**config.mk**
```make
export PLATFORM = sky130hd
export DESIGN_NAME = lsu_timer
export DESIGN_NICKNAME = d
export VERILOG_FILES = /design/src/rtl/lsu_timer.sv
export SDC_FILE = /design/constraint.sdc
export NUM_CORES = 1
export LEC_CHECK = 0
export ABC_AREA = 1
export BUFFER_PORTS_ARGS = -buffer_cell sky130_fd_sc_hd__buf_4
export CAP_MARGIN = 5
export CORE_ASPECT_RATIO = 0.6
export CORE_UTILIZATION = 55
export DETAILED_ROUTE_END_ITERATION = 16
export HOLD_SLACK_MARGIN = 0.12
export PLACE_DENSITY = 0.78
export SLEW_MARGIN = 30
export SYNTH_ARGS = -nofsm -noshare
export SYNTH_HDL_FRONTEND = slang
export SYNTH_SLANG_ARGS = --single-unit
```
**constraint.sdc**
```tcl
create_clock -name i_clk -period 2.5 [get_ports i_clk]
set_input_delay 0.25 -clock i_clk [delete_from_list [all_inputs] [get_ports i_clk]]
set_output_delay 0.25 -clock i_clk [all_outputs]
set_load 0.01 [all_outputs]
```
**src/rtl/lsu_timer.sv**
```systemverilog
// lsu_timer: memory-mapped timer on the LSU bus (counter, compare match, sticky status, irq).
// Define TIMER_CAPTURE_EN to add the synchronised external capture register at offset 0x10.
module lsu_timer #(
    parameter logic [31:0] BASE_ADDR = 32'h0000_7100,
    parameter int          PRESC_W   = 8
) (
    input  logic        i_clk,
    input  logic        i_reset,
    input  logic [31:0] i_lsu_addr,
    input  logic [31:0] i_st_data,
    input  logic        i_lsu_wren,
    input  logic        i_capture,
    output logic        o_hit,
    output logic [31:0] o_ld_data,
    output logic        o_irq
);
    logic               r_en, r_auto, r_irq_en, r_match;
    logic [PRESC_W-1:0] r_presc, r_psc;
    logic [31:0]        r_count, r_compare;
    logic [2:0]         w_off;
    logic               w_wr, w_ctrl_wr, w_count_wr, w_cmp_wr, w_stat_wr;
    logic               w_tick, w_match, w_cap_flag, w_unused;
    logic [31:0]        w_ctrl, w_cap_rd;

    assign o_hit      = i_lsu_addr[31:5] == BASE_ADDR[31:5];
    assign w_off      = i_lsu_addr[4:2];
    assign w_wr       = i_lsu_wren & o_hit;
    assign w_ctrl_wr  = w_wr & (w_off == 3'd0);
    assign w_count_wr = w_wr & (w_off == 3'd1);
    assign w_cmp_wr   = w_wr & (w_off == 3'd2);
    assign w_stat_wr  = w_wr & (w_off == 3'd3);
    assign w_tick     = r_en & (r_psc == r_presc);
    // A COUNT store in the same cycle suppresses both increment and match check.
    assign w_match    = w_tick & ~w_count_wr & (r_count == r_compare);
    assign w_ctrl     = {{(24-PRESC_W){1'b0}}, r_presc, 5'b0, r_irq_en, r_auto, r_en};
    assign o_irq      = r_match & r_irq_en;

    always_ff @(posedge i_clk) begin
        if (i_reset) begin
            r_en      <= 1'b0;
            r_auto    <= 1'b0;
            r_irq_en  <= 1'b0;
            r_presc   <= '0;
            r_psc     <= '0;
            r_count   <= '0;
            r_compare <= 32'hFFFF_FFFF;
            r_match   <= 1'b0;
        end else begin
            if (w_ctrl_wr) begin
                r_en     <= i_st_data[0];
                r_auto   <= i_st_data[1];
                r_irq_en <= i_st_data[2];
                r_presc  <= i_st_data[8 +: PRESC_W];
            end
            r_psc <= (w_ctrl_wr || !r_en || w_tick) ? '0 : r_psc + 1'b1;
            if (w_count_wr)
                r_count <= i_st_data;
            else if (w_tick)
                r_count <= (w_match && r_auto) ? 32'd0 : r_count + 32'd1;
            if (w_cmp_wr)
                r_compare <= i_st_data;
            r_match <= w_match | (r_match & ~(w_stat_wr & i_st_data[0]));
        end
    end

`ifdef TIMER_CAPTURE_EN
    logic [2:0]  r_sync;
    logic [31:0] r_capture;
    logic        r_cap;
    logic        w_cap_set;

    // r_sync[1:0] is the synchroniser, r_sync[2] the edge-detect history.
    assign w_cap_set  = r_sync[1] & ~r_sync[2];
    assign w_cap_rd   = r_capture;
    assign w_cap_flag = r_cap;
    assign w_unused   = &{1'b0, i_lsu_addr[1:0]};

    always_ff @(posedge i_clk) begin
        if (i_reset) begin
            r_sync    <= '0;
            r_capture <= '0;
            r_cap     <= 1'b0;
        end else begin
            r_sync <= {r_sync[1:0], i_capture};
            if (w_cap_set)
                r_capture <= r_count;
            r_cap <= w_cap_set | (r_cap & ~(w_stat_wr & i_st_data[1]));
        end
    end
`else
    assign w_cap_rd   = '0;
    assign w_cap_flag = 1'b0;
    assign w_unused   = &{1'b0, i_capture, i_lsu_addr[1:0]};
`endif

    always_comb begin
        o_ld_data = !o_hit          ? 32'd0 :
                    w_off == 3'd0   ? w_ctrl :
                    w_off == 3'd1   ? r_count :
                    w_off == 3'd2   ? r_compare :
                    w_off == 3'd3   ? {30'd0, w_cap_flag, r_match} :
                    w_off == 3'd4   ? w_cap_rd : 32'd0;
    end
endmodule

```
# Yosys cells after proc, flatten, opt, wreduce, memory -nomap -nowiden
# Index checks and enable logic that the tools add are counted.
# op_classes
n_mux,8
n_eq_ne,6
n_reduce_logical,7
bitwise,14
add_sub_neg,2
# ops
operator,n
$mux 32,7
$add 32x1->32 const B,1
$eq 32x32->1,1
$eq 27x10->1 const B,1
$and 1x1->1,11
$add 8x1->8 const B,1
$eq 8x8->1,1
$eq 3x2->1 const B,2
$eq 3x1->1 const B,1
$logic_not 3->1,1
$logic_or 1x1->1,2
$not 1->1,2
$reduce_bool 2->1,1
$reduce_or 2->1,1
$logic_and 1x1->1,1
$logic_not 1->1,1
$mux 1,1
$or 1x1->1,1
# word_totals
output_inout_bits,34
wordCells,45
in_bits,68
ff_bits,84

# Logic depth before layout (Yosys ltp)
# depth
ltp_word,10
mapped_depth,13
depth_no_buf,12

# Worst setup path before layout
# Ideal clock, no wire load.
# synth_path
kind,in2out
startpoint,in i_lsu_addr[28]
endpoint,out o_ld_data[20]
path_buffers,1
path_slack_ns,0.845
path_stages,8
t_arrival_ns,1.405
required_ns,2.250
path_cell_list,nor2_1 -> nand2_1 -> nor2_1 -> nand2_2 -> nor2_8 -> clkinv_1 -> clkbuf_1 -> a21oi_1
# synth_via
elab_chain_len,2
# synth_rtl
item,line_no,rtl
"start, declared",9,"input logic [31:0] i_lsu_addr,"
$eq 27x10->1,25,assign o_hit = i_lsu_addr[31:5] == BASE_ADDR[31:5];
named net o_hit,13,"output logic o_hit,"
$mux 32,97,o_ld_data = !o_hit ? 32'd0 :
"end, declared",14,"output logic [31:0] o_ld_data,"
# The timed path passes the listed nets, and every way through them passes these cells.

# Final worst setup path
# layout_path
startpoint,reg r_count[22]
endpoint,reg r_count[20]
# layout_via
elab_chain_len,6
# layout_rtl
item,line_no,rtl
"start, declared",19,"logic [31:0] r_count, r_compare;"
"start signal, assigned",57,r_count <= i_st_data;
"start signal, assigned",59,r_count <= (w_match && r_auto) ? 32'd0 : r_count + 32'd1;
$eq 32x32->1,34,assign w_match = w_tick & ~w_count_wr & (r_count == r_compare);
$and 1x1->1,34,
$logic_and 1x1->1,59,
$mux 32,59,
$mux 32,58,else if (w_tick)
$mux 32,56,if (w_count_wr)
# Every way passes these cells. The select of a mux whose other input is x is not followed.
# A chain may end at the register's enable or synchronous reset.

==> flow_metrics.env <==
export IMPL_ys_warn_count=0
export IMPL_fp_dieW_um=136
export IMPL_slew_viol_final=0
export IMPL_via_per_inst=5.38
export IMPL_htree_levels=3
export IMPL_fin_tns_setup_ps=0
export IMPL_syn_num_nets=1033
export IMPL_start_util_pct=58.3
export IMPL_ys_ff_latch=84
export IMPL_crit_arrival_ps=2310
export IMPL_design_die_area_um2=11200
export IMPL_layout_nets=1121
export IMPL_final_layout_size_suffix_gt1_share_pct=20.1
export IMPL_io_buffers=98
export IMPL_grt_pass1_wl_um=28200
export IMPL_rsz0062_at_grt="false"
export IMPL_max_freq_ghz=0.475
export IMPL_clk_pin_slew_ps=70
export IMPL_die_y_um=82.3
export IMPL_dpl_hpwl_um=12700
export IMPL_synth_ff_type="dfxtp_1"
export IMPL_status="complete, no violations"
export IMPL_setup_viol=0
export IMPL_critPathRequiredTime_ps=2710
export IMPL_core_area_um2=10100
export IMPL_cp_start_kind="flop"
export IMPL_drt_wirelength_per_cell_um=14.3
export IMPL_clk_insertion_delay_late_ps=350
export IMPL_n_antenna_cell=0
export IMPL_cp_max_fo=22
export IMPL_max_clock_path_buffers=2
export IMPL_syn_instance_count=963
export IMPL_max_vdd_ir_drop_mv=0.416
export IMPL_wirelength_um=17100
export IMPL_cts_resized=0
export IMPL_drc_errors=0
export IMPL_fillers=952
export IMPL_io_pin_count=102
export IMPL_fin_crit_sh_pct=84.2
export IMPL_cts_hold_buf=0
export IMPL_hp_class="in2reg"
export IMPL_synth_edff_count=0
export IMPL_cts_tree="done"
export IMPL_antenna_found_initial=0
export IMPL_synthArstFlopShare_pct=0
export IMPL_grt_max_degree=64
export IMPL_seqCellArea_um2=1680
export IMPL_rows=28
export IMPL_dr_total_vias=6409
export IMPL_slew_headroom_pct=60.5
export IMPL_dp_slack_ps=427
export IMPL_antenna_left=0
export IMPL_cp_end_kind="flop"
export IMPL_min_period_ps=2110
export IMPL_power_leakage_uw=0.00296
export IMPL_first_pass_iters=5
export IMPL_final_hold_viol_count=0
export IMPL_synth_cell_types=40
export IMPL_cts_buffers=9
export IMPL_clkSinkCount=84
export IMPL_finalClockSkew_ps=11.9
export IMPL_critPathKind="reg2reg"
export IMPL_clockRootBuffer="clkbuf_16"
export IMPL_multi_input_area_um2=3480
export IMPL_hold_worst_slack_ps=130
export IMPL_area_growth_pct=18.9
export IMPL_gp_congestion=0.959
export IMPL_p_per_area_nw_per_um2=401
export IMPL_overflow=0
export IMPL_final_core_util_pct=69.3
export IMPL_grt_use_total_pct=32.4
export IMPL_avgSynthCellArea_um2=6.13
export IMPL_syn_area_um2=5900
export IMPL_grt_pass1_vias=5556
export IMPL_cap_violations=0
export IMPL_postCtsSetupRepairBufs=0
export IMPL_tightestPinTransition_ps=593
export IMPL_yosysSeqAreaShare_pct=28.5
export IMPL_layout_setup_ws_ps=395
export IMPL_drt_iter0_drc=629
==> Yosys cell counts, types with 3 or more instances <==
cell	instances	area, um^2
o21ai_0	12	60.1
a21oi_1	52	260
nand3_1	33	165
dfxtp_1	84	1680
buf_2	9	45.0
nor2_2	6	37.5
inv_1	118	443
nand3b_1	6	45.0
o211ai_1	31	233
o22ai_1	10	62.6
buf_4	6	45.0
nor2_1	108	405
buf_6	5	56.3
a21oi_2	13	114
o21ai_2	12	105
nand3_2	3	30.0
o21ai_1	16	80.1
a22oi_1	5	37.5
nand2_1	303	1140
nand2_2	15	93.8
a211oi_1	6	45.0
xor2_1	27	236
nand4_1	12	75.1
inv_2	25	93.8
nor2_4	4	45.0
clkbuf_1	13	48.8
nor3_1	12	60.1
==> registers in the layout (all words and copies together) (netlist names) <==
register	flops
r_compare	32
r_count	32
r_irq_en	1
r_auto	1
r_presc	8
r_en	1
r_match	1
r_psc	8
==> per-stage QoR <==
stage | power (uW) | cells | area [um^2]
floorplan | 1430 | 963 | 5900
global placement | 1550 | 1175 | 6740
CTS | 2810 | 1191 | 7020
global route | 2880 | 1191 | 7020
finish | 2810 | 1191 | 7020
detailed placement | 1550 | 1175 | 6740
==> per-layer routing <==
metal / track usage (%) / wire (um)
met3: 7.81 / 1730
met2: 44.2 / 6300
met1: 49.9 / 8910
met4: 6.52 / 116
met5: 0 / 0
==> worst max-delay path, stage by stage (launching register included) <==
cell     delay (ps)
dfxtp_1         440
inv_2           100
nand2_1          70
nand2_1          40
nor2_1          110
nand2_1          70
nor2_1          230
nand2_1         120
nor2_2          190
nand2_2         310
nand4_1         220
a21oi_2          70
==> power by group <==
group          switching (uW)  internal [uW]  total (uW)
Clock                     604            679        1280
Combinational             103           86.6         190
Sequential         0.00000122           1340        1340
==> path summary, 6_finish.rpt <==
kind	startpoint	end	slack, ps	cells past startpoint
setup reg to reg	r_count[22]	r_count[20]	390	11
hold reg to reg	r_psc[0]	r_psc[0]	490	1
setup / recovery	r_count[22]	r_count[20]	390	11
hold / removal	i_st_data[26]	r_compare[26]	130	3
==> placed cells by master (no fill, tap or decap), drive strengths merged <==
| master | Yosys | layout |
|---|---|---|
| clkinvlp | 0 | 2 |
| o31ai | 1 | 1 |
| o21ai | 40 | 40 |
| clkinv | 2 | 5 |
| a22oi | 5 | 5 |
| nor3 | 14 | 14 |
| and3 | 1 | 1 |
| nand3 | 37 | 37 |
| nand2 | 318 | 318 |
| ha | 2 | 2 |
| a211oi | 6 | 6 |
| inv | 143 | 145 |
| nor3b | 1 | 1 |
| o211ai | 31 | 31 |
| a221oi | 2 | 2 |
| nand3b | 6 | 6 |
| clkbuf | 13 | 9 |
| dfxtp | 84 | 84 |
| buf | 20 | 110 |
| a21oi | 65 | 65 |
| o22ai | 10 | 10 |
| xor2 | 27 | 27 |
| nand4 | 12 | 12 |
| and2 | 1 | 1 |
| nor2 | 119 | 119 |
| or2 | 2 | 2 |
| nor4 | 1 | 1 |
==> area by class of cell <==
type | instances | area share [%]
Clock buffer | 9 | 3.21
Timing Repair Buffer | 110 | 12.3
Sequential cell | 84 | 24.0
Clock inverter | 7 | 0.731
Multi-Input combinational cell | 701 | 49.6
Tap cell | 135 | 2.41
Inverter | 145 | 7.77
==> kinds of logic after synthesis <==
group                      count (synthesis)  synth area share (%)
and+or+nand+nor                          512                  37.2
buffers and inverters                    178                  12.5
AOI/OAI and AO/OA                        160                  17.3
DFF                                       84                  28.5
xor gates and xnor gates                  27                  4.01
adders and majority gates                  2                 0.424
Note: power is estimated with default switching activity, not from simulation.
